==> config.mk <==
export PLATFORM = sky130hd
export DESIGN_NAME = class_pop_scheduler
export DESIGN_NICKNAME = d
export VERILOG_FILES = /design/src/rtl/class_pop_scheduler_pkg.sv /design/src/rtl/class_pop_scheduler_burst_counter.sv /design/src/rtl/class_pop_scheduler.sv
export SDC_FILE = /design/constraint.sdc
export NUM_CORES = 1
export LEC_CHECK = 0
export BUFFER_PORTS_ARGS = -buffer_cell sky130_fd_sc_hd__buf_2
export CAP_MARGIN = 15
export CORE_MARGIN = 1
export CORE_UTILIZATION = 40
export DETAILED_ROUTE_END_ITERATION = 8
export PLACE_DENSITY = 0.66
export SLEW_MARGIN = 20
export SYNTH_ARGS = -nofsm -noshare
export SYNTH_HDL_FRONTEND = slang
export SYNTH_SLANG_ARGS = --single-unit
==> constraint.sdc <==
create_clock -name clk -period 3 [get_ports clk]
set_clock_uncertainty 0.15 [all_clocks]
set_input_delay 0.6 -clock clk [delete_from_list [all_inputs] [get_ports clk]]
set_output_delay 0.6 -clock clk [all_outputs]
set_load 0.01 [all_outputs]
==> src/rtl/class_pop_scheduler_pkg.sv <==
// Shared definitions for the class pop scheduler: FSM state encodings and class indices.
package class_pop_scheduler_pkg;

  typedef enum logic [1:0] {
    IDLE   = 2'd0,
    SERVE0 = 2'd1,
    SERVE1 = 2'd2
  } sched_state_t;

  localparam logic CLASS0 = 1'b0;
  localparam logic CLASS1 = 1'b1;

endpackage

==> src/rtl/class_pop_scheduler_burst_counter.sv <==
// Burst counter for the weighted round-robin turn: counts pops in the current turn
// and flags the pop that brings the count up to the class weight.
module class_burst_counter #(
  parameter int WCNT_SIZE = 3
) (
  input  logic                 clk,
  input  logic                 reset,
  input  logic                 clr,
  input  logic                 inc,
  input  logic [WCNT_SIZE-1:0] weight,
  output logic                 terminal
);

  logic [WCNT_SIZE-1:0] count_reg;
  logic [WCNT_SIZE-1:0] count_next;
  logic [WCNT_SIZE-1:0] count_inc;

  assign count_inc = count_reg + WCNT_SIZE'(1);
  // Terminal is judged on the post-increment value so the turn ends on the weight-th pop.
  assign terminal  = inc && (count_inc == weight);

  always_comb begin
    count_next = count_reg;
    if (clr) begin
      count_next = '0;
    end else if (inc) begin
      count_next = count_inc;
    end
  end

  always_ff @(posedge clk or negedge reset) begin
    if (!reset) begin
      count_reg <= '0;
    end else begin
      count_reg <= count_next;
    end
  end

endmodule

==> src/rtl/class_pop_scheduler.sv <==
// Weighted round-robin pop scheduler sharing one output link between two class FIFOs,
// with registered link outputs, upstream pause forwarding, pop counters and sticky error.
module class_pop_scheduler
  import class_pop_scheduler_pkg::*;
#(
  parameter int DATA_SIZE = 10,
  parameter int WEIGHT0   = 3,
  parameter int WEIGHT1   = 1,
  parameter int WCNT_SIZE = 3,
  parameter int CNT_SIZE  = 8
) (
  input  logic                 clk,
  input  logic                 reset,
  input  logic                 fifo_empty0,
  input  logic                 fifo_empty1,
  input  logic                 almost_full0,
  input  logic                 almost_full1,
  input  logic                 fifo_error0,
  input  logic                 fifo_error1,
  input  logic [DATA_SIZE-1:0] data0,
  input  logic [DATA_SIZE-1:0] data1,
  input  logic                 af_down0,
  input  logic                 af_down1,
  output logic                 pop0,
  output logic                 pop1,
  output logic [DATA_SIZE-1:0] data_out,
  output logic                 valid_out,
  output logic                 class_out,
  output logic                 pause_up0,
  output logic                 pause_up1,
  output logic [CNT_SIZE-1:0]  pop_cnt0,
  output logic [CNT_SIZE-1:0]  pop_cnt1,
  output logic                 Error
);

  localparam logic [WCNT_SIZE-1:0] W0 = WCNT_SIZE'(WEIGHT0);
  localparam logic [WCNT_SIZE-1:0] W1 = WCNT_SIZE'(WEIGHT1);

  sched_state_t state_reg, state_next;
  logic         last_reg, last_next;
  logic         cur_cls;
  logic [1:0]   elig;
  logic [1:0]   pop_vec;
  logic [1:0]   almost_full_vec;
  logic [1:0]   pause_vec;
  logic [1:0][CNT_SIZE-1:0] pop_cnt_vec;
  logic         cnt_clr, cnt_inc, cnt_terminal;
  logic [WCNT_SIZE-1:0] weight_sel;

  logic [DATA_SIZE-1:0] data_out_reg;
  logic                 valid_out_reg;
  logic                 class_out_reg;
  logic                 error_reg;

  assign elig            = {!fifo_empty1 && !af_down1, !fifo_empty0 && !af_down0};
  assign almost_full_vec = {almost_full1, almost_full0};
  assign cur_cls         = (state_reg == SERVE1) ? CLASS1 : CLASS0;
  assign weight_sel      = (state_reg == SERVE1) ? W1 : W0;

  class_burst_counter #(
    .WCNT_SIZE(WCNT_SIZE)
  ) u_burst (
    .clk     (clk),
    .reset   (reset),
    .clr     (cnt_clr),
    .inc     (cnt_inc),
    .weight  (weight_sel),
    .terminal(cnt_terminal)
  );

  always_comb begin
    state_next = state_reg;
    last_next  = last_reg;
    pop_vec    = 2'b00;
    cnt_clr    = 1'b0;
    cnt_inc    = 1'b0;
    case (state_reg)
      IDLE: begin
        cnt_clr = 1'b1;
        if (elig[0] && elig[1]) begin
          state_next = (last_reg == CLASS0) ? SERVE1 : SERVE0;
        end else if (elig[0]) begin
          state_next = SERVE0;
        end else if (elig[1]) begin
          state_next = SERVE1;
        end
      end
      SERVE0, SERVE1: begin
        // Gating by eligibility here means af_down stops pops in the very cycle it rises.
        pop_vec[cur_cls] = elig[cur_cls];
        cnt_inc          = elig[cur_cls];
        if (cnt_terminal || !elig[cur_cls]) begin
          cnt_clr   = 1'b1;
          last_next = cur_cls;
          if (elig[~cur_cls]) begin
            state_next = (cur_cls == CLASS1) ? SERVE0 : SERVE1;
          end else if (elig[cur_cls]) begin
            state_next = state_reg;
          end else begin
            state_next = IDLE;
          end
        end
      end
      default: state_next = IDLE;
    endcase
  end

  always_ff @(posedge clk or negedge reset) begin
    if (!reset) begin
      state_reg <= IDLE;
      last_reg  <= CLASS1;
    end else begin
      state_reg <= state_next;
      last_reg  <= last_next;
    end
  end

  always_ff @(posedge clk or negedge reset) begin
    if (!reset) begin
      data_out_reg  <= '0;
      valid_out_reg <= 1'b0;
      class_out_reg <= CLASS0;
      error_reg     <= 1'b0;
    end else begin
      valid_out_reg <= |pop_vec;
      if (|pop_vec) begin
        data_out_reg  <= pop_vec[1] ? data1 : data0;
        class_out_reg <= pop_vec[1];
      end
      error_reg <= error_reg | fifo_error0 | fifo_error1;
    end
  end

  genvar gi;
  generate
    for (gi = 0; gi < 2; gi++) begin : g_cls
      logic [CNT_SIZE-1:0] cnt_reg;
      logic                pause_reg;

      always_ff @(posedge clk or negedge reset) begin
        if (!reset) begin
          cnt_reg   <= '0;
          pause_reg <= 1'b0;
        end else begin
          if (pop_vec[gi]) begin
            cnt_reg <= cnt_reg + CNT_SIZE'(1);
          end
          pause_reg <= almost_full_vec[gi];
        end
      end

      assign pop_cnt_vec[gi] = cnt_reg;
      assign pause_vec[gi]   = pause_reg;
    end
  endgenerate

  assign pop0      = pop_vec[0];
  assign pop1      = pop_vec[1];
  assign data_out  = data_out_reg;
  assign valid_out = valid_out_reg;
  assign class_out = class_out_reg;
  assign pause_up0 = pause_vec[0];
  assign pause_up1 = pause_vec[1];
  assign pop_cnt0  = pop_cnt_vec[0];
  assign pop_cnt1  = pop_cnt_vec[1];
  assign Error     = error_reg;

endmodule

---- Word level (Yosys, flattened, before mapping) ----
Index checks and enable logic that the tools add are counted.
W data, S select, Z words.
storage, ports and cells
  register bits ........................... 37
  input port bits ......................... 30
  output and inout port bits .............. 33
  word-level logic and storage cells ...... 68
operators by class
  $add $sub $neg .......................... 3
  magnitude comparators ................... 3
  eq/ne operators ......................... 6
  multiplexer cells ....................... 24
  bitwise logic cells ..................... 4
  reductions and logical operators ........ 17
operators with widths
  kind                   number
  $mux W2                10
  $add A8 B1 Y8 const B  2
  $mux W10               1
  $mux W1                8
  $mux W3                2
  $logic_and A1 B1 Y1    5
  $logic_not A1 Y1       5
  $lt A1 B2 Y1 const B   2
  $ne A4 B4 Y1 const B   1
  $pmux W2 S2            1
  $reduce_or A2 Y1       2
  $add A3 B1 Y3 const B  1
  $eq A3 B2 Y1           1
  $ne A3 B3 Y1 const B   1
  $reduce_and A3 Y1      1
  $and A2 B2 Y2          1
  $eq A2 B1 Y1 const B   1
  $eq A2 B2 Y1 const B   1
  $logic_not A2 Y1       1
  $ne A2 B2 Y1 const B   1
  $or A1 B1 Y1           2
  $pmux W1 S2            1
  $reduce_and A2 Y1      1
  $reduce_bool A2 Y1     1
  other kinds (4)        4

---- Depth between registers and ports, before layout ----
Gate-level depths: netlist of the first run.
  word-level depth ........................ 10
  mapped depth ............................ 8
  gate-level depth less buffers ........... 6

---- Modules after synthesis ----
From an unflattened synthesis of the first run, not the netlist that was laid out.
second synthesis, totals
  cells, all modules ...................... 157
  area total of the unflattened synthesis .. 1810.5 µm²
by module, submodules not included
  module               instances  cells each  area an instance (µm²)  seq. area each (µm²)
  class_pop_scheduler  1          142         1625.3                  852.1
  class_burst_counter  1          15          185.2                   75.1

---- Worst setup path after synthesis of the first run ----
OpenSTA, ideal clock, no wires.
  path kind ............................... flip-flop to flip-flop
  start ................................... register u_burst.count_reg[0]
  end ..................................... register state_reg[1]
  setup time .............................. 0.125 ns
  arrival time ............................ 1.937 ns
  required time ........................... 2.725 ns
  setup slack ............................. 0.788 ns
  stages on the path, launching flop included .. 6
  path buffers ............................ 0
  path through ............................ dfrtp_1 > ha_1 > or4b_1 > a211oi_2 > o22ai_2 > mux2_4
between the ends
  word-level cells in the longest chain between the ends .. 6
ends and longest elaborated chain
  item                                RTL line                                 text
  from (decl)                         class_pop_scheduler_burst_counter.sv:14  logic [WCNT_SIZE-1:0] count_reg;
  from (signal assigned)              class_pop_scheduler_burst_counter.sv:35  count_reg <= count_next;
  $add A3 B1 Y3                       class_pop_scheduler_burst_counter.sv:18  assign count_inc = count_reg + WCNT_SIZE'(1);
  $eq A3 B2 Y1                        class_pop_scheduler_burst_counter.sv:20  assign terminal = inc && (count_inc == weight);
  $logic_and A1 B1 Y1                 class_pop_scheduler_burst_counter.sv:20
  $logic_or A1 B1 Y1                  class_pop_scheduler.sv:92                if (cnt_terminal || !elig[cur_cls]) begin
  $ne A2 B2 Y1 (no source line)       n/a
  $reduce_and A3 Y1 (no source line)  n/a
  to (signal assigned)                class_pop_scheduler.sv:113               state_reg <= state_next;
  to (decl)                           class_pop_scheduler.sv:39                sched_state_t state_reg, state_next;
Every way passes these cells.
A chain may end at the register's enable or synchronous reset.

---- Worst setup path after layout of the first run ----
  start ................................... register state_reg[1]
  end ..................................... output pop0
between the ends
  word-level cells in the longest chain between the ends .. 8
  elaborated cells between the ends (all ways) .. 13
  classes of those cells .................. 2 x order compare; 2 x eq/ne; 6 x mux; 1 x bitwise; 2 x reduce/logical
ends and longest elaborated chain
  item                                                                RTL line                                              text
  $eq A2 B2 Y1                                                        class_pop_scheduler.sv:57, class_pop_scheduler.sv:77
  $mux W1                                                             class_pop_scheduler.sv:57                             assign cur_cls = (state_reg == SERVE1) ? CLASS1 : CLASS0;
  $lt A1 B2 Y1 (implied by the code) or $ge A1 B1 Y1 (tied branches)  class_pop_scheduler.sv:90                             pop_vec[cur_cls] = elig[cur_cls];
  $logic_and A1 B1 Y1 (implied by the code)                           class_pop_scheduler.sv:90
  $mux W1 (implied by the code)                                       class_pop_scheduler.sv:90
  $demux W1 S1                                                        class_pop_scheduler.sv:90
  $and A2 B2 Y2 (no source line)                                      n/a
  $mux W2 *                                                           class_pop_scheduler.sv:77                             case (state_reg)
  to (decl)                                                           class_pop_scheduler.sv:24                             output logic pop0,
Every way passes the cells marked *; elsewhere a longest branch is shown, timed or not. The select of a mux whose other input is x is not followed.

==> results of run 1 <==
[stage by stage]
stage | worst slack (ps) | area (um^2)
CTS | 424 | 2290
finish | 456 | 2290
global placement | 713 | 2170
global route | 328 | 2290
floorplan | 788 | 1800
detailed placement | 625 | 2170
[logic make-up (layout without fill, tap and decap cells)]
| group | count (synthesis) | count (layout) | share of synthesized area (%) |
|---|---|---|---|
| AO/OA/AOI/OAI | 28 | 28 | 10.7 |
| XOR/XNOR | 16 | 16 | 7.79 |
| adder cells (fa/ha/maj) | 6 | 6 | 4.17 |
| buffers and inverters | 10 | 78 | 2.78 |
| flip-flops | 37 | 37 | 51.5 |
| multiplexers | 15 | 15 | 8.83 |
| AND/OR/NAND/NOR | 43 | 43 | 14.2 |
[metal layers]
layer  share of wire (%)  routed length, um  vias up
li1                    -                  -      686
met3                 4.6                158        5
met2                  47               1600       46
met4                 1.3                 43        0
met5                   0                  0        -
met1                  47               1600      611
[worst max-delay path, cell delays in order (launching register included)]
cell	delay [ps]
dfrtp_1	400
inv_1	60
ha_1	430
nor4b_4	400
buf_2	210
[area by class of cell]
type	instances	area, um^2
clock buffers	6	82.6
clock inverters	2	37.5
fillers	409	2040
inverters	5	18.8
multi-input cells	108	822
flip-flops and latches	37	927
well taps	52	65.1
repair buffers	65	333
[path summary, 6_finish.rpt]
| check | end | slack [ps] | from | cells after the start |
|---|---|---|---|---|
| hold reg to reg | pop_cnt1[7] | 320 | pop_cnt1[7] | 1 |
| setup / recovery | pop0 | 460 | state_reg[1] | 4 |
| max in group asynchronous | class_out | 1940 | reset | 1 |
| min in group clk | pause_up0 | 270 | almost_full0 | 1 |
| setup reg to reg | state_reg[1] | 630 | state_reg[0] | 6 |
| hold / removal | state_reg[0] | 250 | reset | 1 |
[where the power goes]
part	total, W	switching [W]	internal, W
clock	0.000447	0.000177	0.000270
combinational	0.000835	0.000440	0.000395
sequential	0.000774	0.000118	0.000656
total	0.00206	0.000734	0.00132
[placed cells by master, fill, tap and decap left out, types with 5 or more instances in the layout]
master,count
xnor2_1,10
buf_2,62
dfrtp_1,36
nand2_1,18
o21ai_0,12
nand4_1,6
xor2_1,6
clkbuf_8,6
mux2i_1,11
inv_1,5
ha_1,6
==> qor.txt, run 1 <==
Met1 Use GR -> 19.8%
CTS root buf -> clkbuf_8
Syn avg cell area -> 11.6 um^2
CTS tree -> built
Port Buf Inserts -> 62
Final number of setup-violating endpoints -> 0
Max Cap Violations -> 0
Ys Warns -> 0
Crit Path Class -> reg2out
H-tree depth -> 2
Worst Path Required -> 2250 ps
Largest net degree at the start of global routing -> 38
Die Y -> 69.1 um
Worst-Margin Slew -> 807 ps
Total Die Area -> 4770 um^2
Vias in the first global route -> 1288
Gr usage total -> 14.9%
Hold WS -> 250 ps
Vias per Instance -> 4.90
Share of layout cells above drive strength 1 -> 38.6%
Final Hold Viols -> 0
Prevailing post-synth register cell -> dfrtp_1
Met2 usage -> 23.2%
# Post-CTS Setup Buffers -> 0
Number of antenna violations at the first check in global routing -> 0
Most frequent cell after synthesis -> dfrtp_1
Row cnt -> 24
Area delta synth->final -> 27.1%
Synth cell types -> 40
Hold buffers post-CTS -> 0
Synth top area share -> 50.1%
Dpl hpwl -> 2.53 mm
EDFF count, synth -> 0
HP Class -> in2async
Clock Path Buffers -> 2
Cells after synthesis -> 155
Crit-path max FO -> 9
Syn nets -> 191
Mapped cell area -> 1800 um^2
Initial Utilization -> 41.6%
Leak Pwr -> 1.15 nW
Max VDD drop -> 0.382 mV
Finished Core Util -> 52.9%
Unrepaired setup endpoints after global routing -> no
Area contributors post-synth -> dfrtp_1 50%, mux2i_1 6.1%, xnor2_1 4.9%
Clock-pin slew on the worst setup and hold paths -> 70 ps
CP Launch Type -> register
Core box area -> 4320 um^2
CTS Buf Count -> 5
Worst setup EP type -> output pin
Asr flop ratio synth -> 100%
Fin. max-slew vios -> 0
IO Count -> 63
Arr. time, crit path -> 1790 ps
Total Nets Final -> 258
Final ANT Viol Nets -> 0
Grt ovf -> 0
GPL Wtd Cong -> 0.815
Final wirelength -> 3.40 mm
Post-DR wirelength/cell -> 12.4 um
Non-filler cells in the finished layout -> 275
Achievable clock frequency -> 393 MHz
Max FFs per register -> 10
First-pass GRT wire length -> 5.74 mm
Placed insts -> 267
Gr busiest metal -> met2
Clk Latency, worst-skew pair -> 280 ps
ANT cells -> 0
Slew margin rel. -> 46.2%
Routing usage on met3 -> 4.24%
Starting DRC count in detailed routing -> 50
Pre-Repair DR Iteration Count -> 4
Cell taking the most area after synthesis -> dfrtp_1
TNS Setup -> 0 ps
Final period utilization -> 84.8%
Via count -> 1348
Post_cts resized -> 0
Pwr Density -> 899 nW/um^2
Synth cell count leaders -> 36 x dfrtp_1, 18 x nand2_1, 12 x o21ai_0
Die width -> 69.1 um
Yosys reg bits -> 37
Sequential share of the synthesized area -> 51.5%
Run status -> complete, no violations
CTS Sinks -> 37
Min cycle time layout -> 2540 ps
Tot Pwr -> 0.00206 W
DRC -> 0
Note: power is estimated with default switching activity, not from simulation.
==> run 2: changes to the inputs <==
Clock period 3 ns to 2.4 ns, I/O delays scaled along.
==> run 2 against run 1 <==
Die area is the same. Power grew 21%. Cell count grew 2.2%. Design area grew 0.66%.
==> qor.txt, run 2 (synthesis gave the netlist of run 1 again) <==
Initial Utilization -> 41.6%
Commonest non-fill, non-tap cells in the layout -> 62 x buf_2, 36 x dfrtp_1, 18 x nand2_1, 12 x o21ai_0, 11 x mux2i_1
Setup WS pre-CTS -> 192 ps
H-tree depth -> 2
Dpl hpwl -> 2.66 mm
Worst-Margin Slew -> 383 ps
Arr. time, crit path -> 1700 ps
Via count -> 1370
Final Hold Viols -> 0
Max VDD drop -> 0.556 mV
Row cnt -> 24
Crit-path max FO -> 9
Final period utilization -> 97.2%
Max FFs per register -> 10
Commonest non-fill, non-tap cell in the layout -> buf_2
CTS root buf -> clkbuf_8
DRC -> 0
Achievable clock frequency -> 429 MHz
CTS Sinks -> 37
Largest net degree at the start of global routing -> 22
CP cell instances -> inv_1 -> ha_2 -> nor4b_4 -> buf_2
Pre-Repair DR Iteration Count -> 4
CTS tree -> built
Clk Latency, worst-skew pair -> 280 ps
Final number of setup-violating endpoints -> 0
Non-filler cells in the finished layout -> 281
Critical Path Max Stage Delay -> 410 ps
CTS Buf Count -> 5
Area delta synth->final -> 27.9%
Run status -> complete, no violations
Reg2reg setup slack -> 180 ps
Min cycle time layout -> 2330 ps
Grt ovf -> 0
Unrepaired setup endpoints after global routing -> yes
Fin. max-slew vios -> 0
Worst Path Required -> 1770 ps
Slowest-stage cell, CP -> dfrtp_1
Gr usage total -> 16.2%
Finished Core Util -> 53.2%
Slew margin rel. -> 73.8%
Worst setup EP type -> output pin
HP Class -> in2reg
Final wirelength -> 3.52 mm
Hold depth -> 1
Worst R2R Path Depth -> 5
Crit Path Class -> reg2out
Vias per Instance -> 4.88
CP Launch Type -> register
Max Cap Violations -> 0
Post-DR wirelength/cell -> 12.5 um
IO Count -> 63
GPL Wtd Cong -> 0.809
Final ANT Viol Nets -> 0
Starting DRC count in detailed routing -> 47
ANT cells -> 0
Die Y -> 69.1 um
Share of layout cells above drive strength 1 -> 40.2%
Worst Slack Setup Final -> 68.2 ps
# fillers -> 428
Leak Pwr -> 1.16 nW
Total Die Area -> 4770 um^2
Die width -> 69.1 um
# Post-CTS Setup Buffers -> 0
Core box area -> 4320 um^2
Vias in the first global route -> 1311
Port Buf Inserts -> 62
Number of antenna violations at the first check in global routing -> 0
Clock Path Buffers -> 2
Total Nets Final -> 264
Pwr Density -> 1080 nW/um^2
Placed insts -> 272
Clock-pin slew on the worst setup and hold paths -> 70 ps
First-pass GRT wire length -> 6.22 mm
-- run 2: changes by cell type in the layout (fill, tap and decap cells not counted), moves of 2 or more --
cell / delta
clkinv_2: +2
ha_2: +2
ha_1: -2
buf_4: +5
-- run 2: power by group --
group | switching, W | internal, W | leakage, nW
clock | 0.000212 | 0.000201 | 0.0450
combinational | 0.000571 | 0.000531 | 0.644
sequential | 0.000143 | 0.000820 | 0.473
total | 0.000926 | 0.00155 | 1.16
-- run 2: repair_timing --
item | in CTS | in global routing
setup endpoints to repair | 0 | 2
resized for setup | 0 | 2
hold endpoints to repair | 13 | 0
hold buffers | 1 | 0
-- run 2: final timing paths --
kind | start | end
worst max-delay path | state_reg[1] | pop0
worst min-delay path | almost_full1 | pause_up1
worst max register to register | u_burst.count_reg[0] | state_reg[1]
worst min register to register | pop_cnt0[7] | pop_cnt0[7]
max in group asynchronous | reset | last_reg
min in group asynchronous | reset | data_out[6]
-- run 2: layout make-up --
class | count | area, um^2 | share of cell area, %
repair buffers | 71 | 380 | 16.5
clock buffers | 6 | 72.6 | 3.15
clock inverters | 2 | 10.0 | 0.435
inverters | 5 | 18.8 | 0.816
flip-flops and latches | 37 | 927 | 40.3
multi-input cells | 108 | 827 | 35.9
well taps | 52 | 65.1 | 2.83
-- run 2: layer usage --
layer  up-vias  GRT usage [%]  part of all wire (%)
met5         -              0                     0
met4         0           5.44                   1.4
met3         6           3.95                   4.4
met2        43           25.5                    45
met1       625           21.8                    49
li1        696              -                     -
-- run 2: worst max-delay path, delay by kind of cell (launching register included) --
family	cells	cell delay, ps
AND/OR/NAND/NOR	1	330
adder cells (fa/ha/maj)	1	410
flip-flops	1	410
buffers and inverters	2	260
-- run 2: metrics by stage --
step	instance area, um^2	power, W	setup TNS, ps	hold slack (ps)
5_1_grt	2300	0.00267	-0.149	136
6_report	2300	0.00248	0	147
4_1_cts	2300	0.00249	0	137
3_3_place_gp	2200	0.00205	0	241
3_5_place_dp	2200	0.00207	0	245
2_1_floorplan	1800	0.00170	0	34.4
==> run 3: changes to the inputs <==
--- a/config.mk
+++ b/config.mk
@@ -7,3 +7,3 @@
 export LEC_CHECK = 0
-export BUFFER_PORTS_ARGS = -buffer_cell sky130_fd_sc_hd__buf_2
+export BUFFER_PORTS_ARGS = -buffer_cell sky130_fd_sc_hd__buf_4
 export CAP_MARGIN = 15
--- a/constraint.sdc
+++ b/constraint.sdc
@@ -4,2 +4,2 @@
 set_output_delay 0.48 -clock clk [all_outputs]
-set_load 0.01 [all_outputs]
+set_load 0.005 [all_outputs]
==> run 3 against run 2 <==
Flip-flop and latch count did not move. Clock-buffer cell count fell by 1. Core utilization rose by 3.6 points. Via count barely moved. Largest power group unchanged. Highest routed layer unchanged.
==> qor.txt, run 3 (synthesis gave the netlist of run 1 again) <==
Run status -> complete, no violations
Critical Path Max Stage Delay -> 350 ps
TNS Setup -> 0 ps
Commonest non-fill, non-tap cell in the layout -> buf_4
DRC -> 0
Max Cap Violations -> 0
Initial Utilization -> 41.6%
Pre-Repair DR Iteration Count -> 4
Clock-pin slew on the worst setup and hold paths -> 70 ps
Row cnt -> 24
Post-DR wirelength/cell -> 12.5 um
Final wirelength -> 3.46 mm
Min cycle time layout -> 2250 ps
Arr. time, crit path -> 1620 ps
Worst setup EP type -> output pin
CP Launch Type -> register
Die Y -> 69.1 um
Met1 wire length -> 1.59 mm
Final ANT Viol Nets -> 0
Clock Path Buffers -> 2
GPL Wtd Cong -> 0.848
Hold buffers post-CTS -> 0
CP cell instances -> inv_1 -> ha_1 -> buf_4 -> nor4b_4 -> buf_4
First-pass GRT wire length -> 6.08 mm
Worst Path Required -> 1770 ps
H-tree depth -> 2
Starting DRC count in detailed routing -> 65
Slew margin rel. -> 69.4%
Met2 Wirelength -> 1.66 mm
Largest net degree at the start of global routing -> 38
Vias in the first global route -> 1362
Clock group share of total power -> 19.3%
Worst-Margin Slew -> 459 ps
Share of layout cells above drive strength 1 -> 39.4%
Max FFs per register -> 10
Crit path top cell by count -> buf_4
# Post-CTS Setup Buffers -> 0
Combinational share of power -> 43.3%
Achievable clock frequency -> 445 MHz
Total Die Area -> 4770 um^2
Unrepaired setup endpoints after global routing -> no
Reg power frac -> 37.4%
ANT cells -> 0
Clk Latency, worst-skew pair -> 280 ps
Crit Path Class -> reg2out
Fin. max-slew vios -> 0
Vias per Instance -> 4.92
Switching part of the total -> 32.9%
Via count -> 1369
CP delay by family, top -> buffers and inverters
CTS Buf Count -> 5
Total Nets Final -> 262
Non-filler cells in the finished layout -> 278
Slowest-stage cell, CP -> dfrtp_1
Final Hold Viols -> 0
CTS Sinks -> 37
Final number of setup-violating endpoints -> 0
Commonest non-fill, non-tap cells in the layout -> 69 x buf_4, 36 x dfrtp_1, 18 x nand2_1, 12 x o21ai_0, 11 x mux2i_1
CTS tree -> built
IO Count -> 63
Number of antenna violations at the first check in global routing -> 0
Gr usage total -> 15.6%
Crit path buffers/inverters -> 3
Final Cell Area -> 2450 um^2
Grt ovf -> 0
Pwr Density -> 1060 nW/um^2
Area delta synth->final -> 36.4%
Dpl hpwl -> 2.66 mm
Met3 wire length -> 164 um
Area post-placement -> 2350 um^2
Placed insts -> 271
Leak Pwr -> 1.20 nW
Post_cts resized -> 0
Top sig layer -> met4
HP Class -> in2async
Max VDD drop -> 0.468 mV
Port Buf Inserts -> 62
Die width -> 69.1 um
Final period utilization -> 93.7%
Crit-path max FO -> 9
Pint -> 0.00174 W
CTS root buf -> clkbuf_8
Core box area -> 4320 um^2
P_sw -> 0.000856 W
[run 3: cell count changes in the layout (fill, tap and decap cells not counted)]
cell           previous run  this run
clkinv_2                  2         1
ha_1                      4         6
clkbuf_1                  1         0
bufinv_16                 0         1
ha_2                      2         0
buf_2                    62         0
buf_4                     8        69
dlygate4sd3_1             1         0
[run 3: worst reg2reg max path: stages (launching register included)]
cell      delay, ps
dfrtp_1         380
ha_1            350
or4b_1          550
a211oi_2        250
o22ai_2         130
mux2_4          300
[run 3: area by class of cell]
type | count | area, um^2
repair buffers | 69 | 518
fillers | 412 | 1870
well taps | 52 | 65.1
clock inverters | 2 | 35.0
multi-input cells | 108 | 822
clock buffers | 5 | 68.8
flip-flops and latches | 37 | 927
inverters | 5 | 18.8
[run 3: power by group through the flow]
stage / Combinational [W] / Sequential (W) / Clock [W]
final: 0.00113 / 0.000972 / 0.000503
after global routing: 0.00126 / 0.00100 / 0.000544
after CTS: 0.00114 / 0.000975 / 0.000518
after global placement: 0.00113 / 0.000977 / 0
after detailed placement: 0.00114 / 0.000983 / 0
after floorplan: 0.000671 / 0.000974 / 0
[run 3: through the flow]
stage               setup slack (ps)  hold slack, ps  utilization, %  power (W)
floorplan                        188            34.4               -    0.00165
global placement                 213             306            54.4    0.00211
detailed placement               185             308            54.4    0.00212
CTS                             68.8            21.6            56.8    0.00263
global route                    29.8            35.3            56.8    0.00281
finish                           150            2.55            56.8    0.00260
[run 3: final timing paths]
check	from	to	slack, ps	cells after the start
worst max-delay path	state_reg[0]	pop0	150	5
worst min-delay path	reset	data_out[0]	3	1
worst max register to register	u_burst.count_reg[0]	state_reg[1]	180	5
worst min register to register	pop_cnt1[7]	pop_cnt1[7]	320	1
max in group asynchronous	reset	last_reg	1760	1
min in group clk	almost_full1	pause_up1	150	1
[run 3: per-layer routing]
metal / GRT usage [%] / up-vias
met5: 0 / -
met4: 6.80 / 0
met2: 25.0 / 38
li1: - / 689
met1: 20.4 / 637
met3: 3.07 / 5
